==> src/rtl/clk_meter_pkg.sv <==
// Shared types and helpers for clk_period_meter.
//   meter_state_e : measurement FSM states (IDLE, MEAS)
//   sat_inc       : increment that stops at a limit
//   within_tol    : |meas - expv| <= tol, without wrap
// The helpers work on MAX_W-bit operands. Callers zero-extend narrower
// values and truncate the result back, so W may be at most MAX_W.
package clk_meter_pkg;

   localparam int MAX_W = 32;

   typedef enum logic {
      IDLE = 1'b0,
      MEAS = 1'b1
   } meter_state_e;

   function automatic logic [MAX_W-1:0] sat_inc(input logic [MAX_W-1:0] v,
                                                input logic [MAX_W-1:0] lim);
      return (v >= lim) ? lim : v + 1'b1;
   endfunction

   // The difference is taken one bit wider than the operands, so neither
   // operand order can wrap.
   function automatic logic within_tol(input logic [MAX_W-1:0] meas,
                                       input logic [MAX_W-1:0] expv,
                                       input logic [MAX_W-1:0] tol);
      logic [MAX_W:0] diff;
      if (meas >= expv) diff = {1'b0, meas} - {1'b0, expv};
      else              diff = {1'b0, expv} - {1'b0, meas};
      return diff <= {1'b0, tol};
   endfunction

endpackage

==> src/rtl/sync_edge_det.sv <==
// Brings an asynchronous input into the clk domain and detects its edges.
// The input passes through a two-flop synchronizer and then one delay flop.
//   clk      : sampling clock
//   srst     : synchronous active-high reset; clears all flops to 0
//   async_in : asynchronous input
//   level    : synchronized level (second synchronizer flop)
//   rise     : one-cycle pulse on a synchronized 0->1 transition
//   fall     : one-cycle pulse on a synchronized 1->0 transition
// rise and fall can never be high together.
module sync_edge_det (
   input  logic clk,
   input  logic srst,
   input  logic async_in,
   output logic level,
   output logic rise,
   output logic fall
);

   logic s1_q, s2_q, s3_q;
   logic s1_d, s2_d, s3_d;

   always_comb begin
      s1_d = async_in;
      s2_d = s1_q;
      s3_d = s2_q;
   end

   always_ff @(posedge clk) begin
      if (srst) begin
         s1_q <= 1'b0;
         s2_q <= 1'b0;
         s3_q <= 1'b0;
      end else begin
         s1_q <= s1_d;
         s2_q <= s2_d;
         s3_q <= s3_d;
      end
   end

   assign level = s2_q;
   assign rise  = s2_q & ~s3_q;
   assign fall  = ~s2_q & s3_q;

endmodule

==> src/rtl/clk_period_meter.sv <==
// Measures the period of a slow, clock-like signal in CLK_IN cycles.
// The optional high-time measurement is controlled by the macro
// CLK_PERIOD_METER_DUTY_EN.
//   CLK_IN    : system clock; everything runs on its rising edge
//   RST       : synchronous active-high reset
//   SIG_IN    : measured signal, asynchronous to CLK_IN
//   PERIOD    : last measured period (cycles between synchronized rises)
//   HIGH_TIME : last measured high time (present only with the macro)
//   VALID     : one-cycle strobe when PERIOD/HIGH_TIME update
//   LOCK      : LOCK_CNT consecutive periods within EXP_PERIOD +/- TOL
//   TMO       : sticky; set after TIMEOUT cycles without a rise, and
//               cleared by the next rise
// The first rise after reset or after a timeout only arms the
// measurement. No VALID is issued for it.
module clk_period_meter
   import clk_meter_pkg::*;
#(
   parameter int W          = 16,
   parameter int EXP_PERIOD = 20,
   parameter int TOL        = 1,
   parameter int LOCK_CNT   = 4,
   parameter int TIMEOUT    = 1000
) (
   input  logic         CLK_IN,
   input  logic         RST,
   input  logic         SIG_IN,
   output logic [W-1:0] PERIOD,
`ifdef CLK_PERIOD_METER_DUTY_EN
   output logic [W-1:0] HIGH_TIME,
`endif
   output logic         VALID,
   output logic         LOCK,
   output logic         TMO
);

   localparam int              MW        = $clog2(LOCK_CNT + 1);
   localparam logic [W-1:0]    CNT_MAX   = '1;
   localparam logic [W-1:0]    TMO_LAST  = W'(TIMEOUT - 1);
   localparam logic [MW-1:0]   MATCH_MAX = MW'(LOCK_CNT);

   logic sig_level_unused;
   logic rise, fall;

   sync_edge_det u_sync (
      .clk      (CLK_IN),
      .srst     (RST),
      .async_in (SIG_IN),
      .level    (sig_level_unused),
      .rise     (rise),
      .fall     (fall)
   );

   meter_state_e  state_q, state_d;
   logic [W-1:0]  cnt_q, cnt_d;
   logic [W-1:0]  period_q, period_d;
   logic          valid_q, valid_d;
   logic          lock_q, lock_d;
   logic          tmo_q, tmo_d;
   logic [MW-1:0] match_q, match_d;
   logic [W-1:0]  cnt_inc;
   logic          timeout_hit;
`ifdef CLK_PERIOD_METER_DUTY_EN
   logic [W-1:0]  high_cap_q, high_cap_d;
   logic [W-1:0]  high_time_q, high_time_d;
`else
   logic          fall_unused;
   assign fall_unused = fall;
`endif

   always_comb begin
      cnt_inc     = W'(sat_inc(MAX_W'(cnt_q), MAX_W'(CNT_MAX)));
      state_d     = state_q;
      cnt_d       = rise ? '0 : cnt_inc;
      period_d    = period_q;
      valid_d     = 1'b0;
      lock_d      = lock_q;
      tmo_d       = tmo_q;
      match_d     = match_q;
      timeout_hit = 1'b0;
`ifdef CLK_PERIOD_METER_DUTY_EN
      high_cap_d  = high_cap_q;
      high_time_d = high_time_q;
`endif

      // Any rise clears the timeout, including the arming rise in IDLE.
      if (rise) tmo_d = 1'b0;

      unique case (state_q)
         IDLE: begin
            if (rise) state_d = MEAS;
         end
         MEAS: begin
            if (rise) begin
               // The count restarts at 0 on a rise, so the spacing is cnt+1.
               period_d = cnt_inc;
               valid_d  = 1'b1;
`ifdef CLK_PERIOD_METER_DUTY_EN
               high_time_d = high_cap_q;
`endif
            end else if (cnt_q == TMO_LAST) begin
               timeout_hit = 1'b1;
               tmo_d       = 1'b1;
               state_d     = IDLE;
            end
`ifdef CLK_PERIOD_METER_DUTY_EN
            if (fall) high_cap_d = cnt_inc;
`endif
         end
         default: state_d = IDLE;
      endcase

      // The lock check runs one cycle after the measurement, on the
      // registered PERIOD. That makes LOCK follow VALID by one cycle.
      if (valid_q) begin
         if (within_tol(MAX_W'(period_q), MAX_W'(EXP_PERIOD), MAX_W'(TOL))) begin
            match_d = MW'(sat_inc(MAX_W'(match_q), MAX_W'(MATCH_MAX)));
            if (match_d == MATCH_MAX) lock_d = 1'b1;
         end else begin
            match_d = '0;
            lock_d  = 1'b0;
         end
      end

      if (timeout_hit) begin
         match_d = '0;
         lock_d  = 1'b0;
      end
   end

   always_ff @(posedge CLK_IN) begin
      if (RST) begin
         state_q     <= IDLE;
         cnt_q       <= '0;
         period_q    <= '0;
         valid_q     <= 1'b0;
         lock_q      <= 1'b0;
         tmo_q       <= 1'b0;
         match_q     <= '0;
`ifdef CLK_PERIOD_METER_DUTY_EN
         high_cap_q  <= '0;
         high_time_q <= '0;
`endif
      end else begin
         state_q     <= state_d;
         cnt_q       <= cnt_d;
         period_q    <= period_d;
         valid_q     <= valid_d;
         lock_q      <= lock_d;
         tmo_q       <= tmo_d;
         match_q     <= match_d;
`ifdef CLK_PERIOD_METER_DUTY_EN
         high_cap_q  <= high_cap_d;
         high_time_q <= high_time_d;
`endif
      end
   end

   assign PERIOD = period_q;
   assign VALID  = valid_q;
   assign LOCK   = lock_q;
   assign TMO    = tmo_q;
`ifdef CLK_PERIOD_METER_DUTY_EN
   assign HIGH_TIME = high_time_q;
`endif

endmodule

==> config.mk <==
export PLATFORM = sky130hd
export DESIGN_NAME = clk_period_meter
export DESIGN_NICKNAME = d
export VERILOG_FILES = /design/src/rtl/clk_meter_pkg.sv /design/src/rtl/sync_edge_det.sv /design/src/rtl/clk_period_meter.sv
export SDC_FILE = /design/constraint.sdc
export NUM_CORES = 1
export LEC_CHECK = 0
export ABC_AREA = 1
export ABC_CLOCK_PERIOD_IN_PS = 4200
export CORE_MARGIN = 2
export CORE_UTILIZATION = 50
export DETAILED_ROUTE_END_ITERATION = 6
export GPL_TIMING_DRIVEN = 0
export PLACE_DENSITY_LB_ADDON = 0.08
export SLEW_MARGIN = 30
export SYNTH_ARGS = -nofsm -noshare
export SYNTH_HDL_FRONTEND = slang
export SYNTH_SLANG_ARGS = --single-unit
export TNS_END_PERCENT = 5
==> constraint.sdc <==
create_clock -name CLK_IN -period 4.2 [get_ports CLK_IN]
set_input_delay 0.84 -clock CLK_IN [delete_from_list [all_inputs] [get_ports CLK_IN]]
set_output_delay 0.84 -clock CLK_IN [all_outputs]
set_load 0.005 [all_outputs]
After elaboration in Yosys (flattened, before gate mapping)
Index checks and enable logic that the tools add are counted.
{"block": "totals", "elab_cells": 47, "mem_bits_ro": 0, "ramBits": 0, "n_memories": 0, "ff_bits": 42, "latchBits": 0, "output_inout_bits": 19}
{"block": "classes", "n_lt_le_gt_ge": 4, "bitwise_logic": 3, "div": 0, "n_mux": 18, "shifts": 0, "mul": 0, "n_addsub": 4, "n_eq_ne": 3, "n_reduce_logical": 5}
{"cell": "$mux W33", "count": 2}
{"cell": "$le A33 B1 Y1 const B", "count": 1}
{"cell": "$sub A16 B5 Y17 const B", "count": 1}
{"cell": "$sub A5 B16 Y17 const A", "count": 1}
{"cell": "$add A16 B1 Y16 const B", "count": 1}
{"cell": "$eq A16 B10 Y1 const B", "count": 1}
{"cell": "$ge A16 B16 Y1 const B", "count": 1}
{"cell": "$ge A16 B5 Y1 const B", "count": 1}
{"cell": "$mux W16", "count": 1}
{"cell": "$mux W1", "count": 12}
{"cell": "$mux W3", "count": 2}
{"cell": "$reduce_or A2 Y1", "count": 3}
{"cell": "$reduce_and A2 Y1", "count": 2}
{"cell": "$add A3 B1 Y3 const B", "count": 1}
{"cell": "$eq A3 B3 Y1 const B", "count": 1}
{"cell": "$ge A3 B3 Y1 const B", "count": 1}
{"cell": "$ne A2 B1 Y1 const B", "count": 1}
{"cell": "$not A1 Y1", "count": 2}
{"cell": "$pmux W1 S2", "count": 1}
{"cell": "$and A1 B1 Y1", "count": 1}

Logic depth before layout (Yosys ltp)
{"block": "depth", "depth_word": 6, "mapped_depth": 17}

By module
A second synthesis with hierarchy kept.
{"block": "unflattened", "hier_cells": 408, "hier_area_um2": 2581.2}
{"module": "clk_period_meter", "instances": 1, "area_each_um2": 2487.4, "seq_area_each_um2": 780.7, "cells_per_inst": 396}
{"module": "sync_edge_det", "instances": 1, "area_each_um2": 93.8, "seq_area_each_um2": 60.1, "cells_per_inst": 12}

Worst setup path before layout
OpenSTA, ideal clock, no wires.
{"block": "synth_path", "kind": "flip-flop to flip-flop", "from": "register period_q[2], in the netlist PERIOD[2]", "to": "register lock_q, in the netlist LOCK", "slack_ns": 2.377, "setup_time_ns": 0.064, "n_path_buf": 1, "required_ns": 4.136, "arrival_time_ns": 1.759, "stages_incl_launch_ff": 15, "path_cell_list": "dfxtp_1 > ha_1 > nand2_1 > nor3_2 > nand2_2 > nand2_4 > buf_6 > nand2_2 > a21oi_2 > nand2_1 > nor2_2 > nand2_1 > nand2_1 > nand2_2 > nor2_1"}
{"block": "synth_via", "elab_chain_cells": 6}
{"element": "start: declaration", "line_no": "clk_period_meter.sv:55", "rtl": "logic [W-1:0] period_q, period_d;"}
{"element": "start signal: assignment", "line_no": "clk_period_meter.sv:146", "rtl": "period_q <= period_d;"}
{"element": "$sub A5 B16 Y17, or another cell as far along", "line_no": "clk_meter_pkg.sv:28", "rtl": "else diff = {1'b0, expv} - {1'b0, meas};"}
{"element": "$mux W33 (*)", "line_no": "clk_meter_pkg.sv:27", "rtl": "if (meas >= expv) diff = {1'b0, meas} - {1'b0, expv};"}
{"element": "$mux W33 (*)", "line_no": "clk_period_meter.sv:114", "rtl": "if (valid_q) begin"}
{"element": "$le A33 B1 Y1 (*)", "line_no": "clk_meter_pkg.sv:29", "rtl": "return diff <= {1'b0, tol};"}
{"element": "$ne A2 B1 Y1 (no source line)"}
{"element": "$reduce_and A2 Y1 (no source line)"}
{"element": "end signal: assignment", "line_no": "clk_period_meter.sv:148", "rtl": "lock_q <= lock_d;"}
{"element": "end: declaration", "line_no": "clk_period_meter.sv:57", "rtl": "logic lock_q, lock_d;"}
Every way passes the cells marked *; elsewhere a longest branch is shown, timed or not. The select of a mux whose other input is x is not followed.
A chain may end at the register's enable or synchronous reset.

Final worst setup path
{"block": "layout_path", "from": "register period_q[4], in the netlist PERIOD[4]", "to": "output port PERIOD[4]"}
{"element": "end: declaration", "line_no": "clk_period_meter.sv:27", "rtl": "output logic [W-1:0] PERIOD,"}
No word-level cell between the ends.

==> flow_metrics.tcl <==
set metrics [dict create \
    diodes 0 \
    cts_root_buf "clkbuf_8" \
    worstHoldPathCells 2 \
    slowest_delay_ns 0.57 \
    yosysTopAreaCell "dfxtp_1" \
    preCtsSetupSlack_ns 2.05 \
    syn_nets 408 \
    nFillCells 493 \
    hp-start "u_sync.s1_q$_SDFF_PP0_" \
    clock_skew_ns 0.00389 \
    hold_end "u_sync.level$_SDFF_PP0_" \
    r2r_start "PERIOD[2]$_SDFFE_PP0P_" \
    syn_inst 398 \
    antenna_found_initial 0 \
    drt-initial-drc-count 78 \
    wl_per_cell_microns 10.8 \
    cp_top_family "buffers and inverters" \
    clockBufferDepth 2 \
    die_height_microns 75.1 \
    pwr-share-comb 0.134 \
    finalCritPeriodShare 0.520 \
    fin_crit_ns 2.18 \
    required_ns 3.36 \
    regArea_sq_um 841 \
    p_leak_uw 0.00142 \
    multi_input_area_sq_mm 0.00140 \
    irDropWorstVdd_v 0.000178 \
    drcViolationCount 0 \
    finalSetupViolations 0 \
    core_region_area_sq_mm 0.00479 \
    max_freq_ghz 0.458 \
    vias 2396 \
    intPower_uw 576 \
    p_seq_frac 0.530 \
    r2r_end "LOCK$_SDFFE_PP0P_" \
    hold_viol 0 \
    synth_edf_count 0 \
    rsz0062_at_grt "no" \
    grt_max_degree 13 \
    yosysTopAreaCellShare 0.332 \
    port_buffers 20 \
    die_w_microns 75.1 \
    yosys-top-cells-count "94 x nand2_1, 67 x nor2_1, 66 x inv_1" \
    tightest_slew_ns 0.496 \
    io_pins 22 \
    start_util 0.529 \
    ys_warn_count 0 \
    grt_pass1_vias 2161 \
    yosys-top-cells-area "dfxtp_1 33%, nand2_1 14%, nor2_1 9.9%, inv_1 9.8%, nand3_1 4.9%" \
    overflow 0 \
    cp_cell_sequence "clkdlybuf4s50_1" \
    worstRegToRegCells 14 \
    hold_buffers 0 \
    syn_to_final_growth_pct 14.8 \
    crit_type "reg2out" \
    vias_per_cell 4.86 \
    gp_congestion 0.964 \
    cp_data_arrival_time_ns 1.34 \
    cts_tree "built" \
    p_per_area_mw_per_mm2 266 \
    fin_setup_tns_ns 0 \
    synth.ff_latch_count 42 \
    dp_hpwl_microns 4280 \
    path_clk_slew_ns 0.07 \
    critPathLaunchType "flip-flop" \
    cp_num_buf_inv 1 \
    die_area_sq_mm 0.00564 \
    reg2reg_setup_slack_ns 2.12 \
    wirelength_microns 5300 \
    maxSlewViolCount 0 \
    ys.flop_type "dfxtp_1" \
    avgSynthCellArea_sq_um 6.36 \
    insertion_delay_ns 0.29 \
    maxSlewHeadroom 0.667 \
    nNetsFinal 435 \
    dp_cells 485 \
    yosysMostFrequentCell "nand2_1" \
    yosysSeqAreaShare 0.332 \
    crit_slowest_cell "clkdlybuf4s50_1" \
    p_sw_uw 195 \
    cts_setup_buffers 0 \
    postRouteAntennaNets 0 \
    first_pass_iters 4 \
    min_path_type "reg2reg" \
    final_layout_size_suffix_gt1_frac 0.0587 \
    synthArstFlopShare 0 \
    power.total_uw 772 \
    sw_frac_of_total 0.253 \
    track_usage 0.214 \
    grt_pass1_wl_microns 9290 \
    cp_max_fo 7 \
    cap_violations 0 \
    fin_ws_ns 2.02 \
    row_count 25 \
    clkPwrFrac 0.336 \
    syn_area_sq_mm 0.00253 \
    yosysUniqueCellTypes 29 \
    fin_area_sq_mm 0.00291 \
    clock_sinks 42 \
    outcome "finished clean" \
    cts_buffers 5 \
    htreeDepth 2 \
    place_area_sq_mm 0.00281 \
    cts_resized 0 \
    worstSetupEndpointType "primary output" \
    stdcell_count 493 \
]
layout make-up:
type	instances	area share
clock inverter	1	0.00172
multi-input combinational	281	0.482
sequential	42	0.289
buffer	6	0.0103
tap	67	0.0289
inverter	69	0.0891
clock buffer	7	0.0297
timing repair buffer	20	0.0689
logic make-up after synthesis:
group                      synth area share
and+or+nand+nor                       0.365
buffers and inverters                 0.114
AOI/OAI and AO/OA                     0.108
DFF                                   0.332
xor gates and xnor gates             0.0450
adders and majority gates            0.0346
worst max-delay path by stage:
stage                                 from                  end  slack (ns)  cells past startpoint
floorplan           PERIOD[2]$_SDFFE_PP0P_    LOCK$_SDFFE_PP0P_        2.38                     14
global placement                       RST  cnt_q[0]$_SDFF_PP0_        2.09                      5
detailed placement                     RST  cnt_q[8]$_SDFF_PP0_        2.05                      5
CTS                 PERIOD[4]$_SDFFE_PP0P_            PERIOD[4]        2.01                      1
global route        PERIOD[2]$_SDFFE_PP0P_    LOCK$_SDFFE_PP0P_        1.87                     14
finish              PERIOD[4]$_SDFFE_PP0P_            PERIOD[4]        2.02                      1
worst min-delay path, stage by stage, from the launching register on:
cell     delay (ns)
dfxtp_1        0.30
inv_1          0.04
nor2_1         0.03
layer usage:
metal,up-vias,wire length [microns],track usage
li1,1301,-,-
met1,1038,2580,0.286
met2,47,2440,0.347
met3,10,193,0.0402
met4,0,94,0.0780
met5,-,0,0
metrics by stage:
| stage | hold slack (ns) | util |
|---|---|---|
| after floorplan | 0.388 | - |
| after global placement | 0.389 | 0.588 |
| after detailed placement | 0.396 | 0.588 |
| after CTS | 0.405 | 0.607 |
| after global routing | 0.412 | 0.607 |
| final | 0.399 | 0.607 |
state kept, by name (all words and copies together), names as in the netlist:
name          count
cnt_q            16
match_q           3
u_sync.level      1
state_q           1
TMO               1
VALID             1
LOCK              1
PERIOD           16
u_sync.s3_q       1
u_sync.s1_q       1
power by group through the flow:
stage	combinational (uW)	clock (uW)	sequential [uW]
floorplan	82.0	0	418
global placement	102	0	419
detailed placement	103	0	419
CTS	104	270	409
global route	120	289	410
finish	103	259	409
cell usage in the layout (no fill, tap or decap), drive strengths merged:
master           n
or2              1
a21oi           12
xor2            12
a31oi            3
buf              1
clkinv           2
dfxtp           42
clkbuf          12
nor3            11
ha               7
o21ai           21
o211ai           8
xnor2            1
inv             68
clkdlybuf4s50   20
nand4            4
nand2          102
nand3           25
nor2            70
a211oi           3
nor4             1
Power figures use the tool's default switching activity.
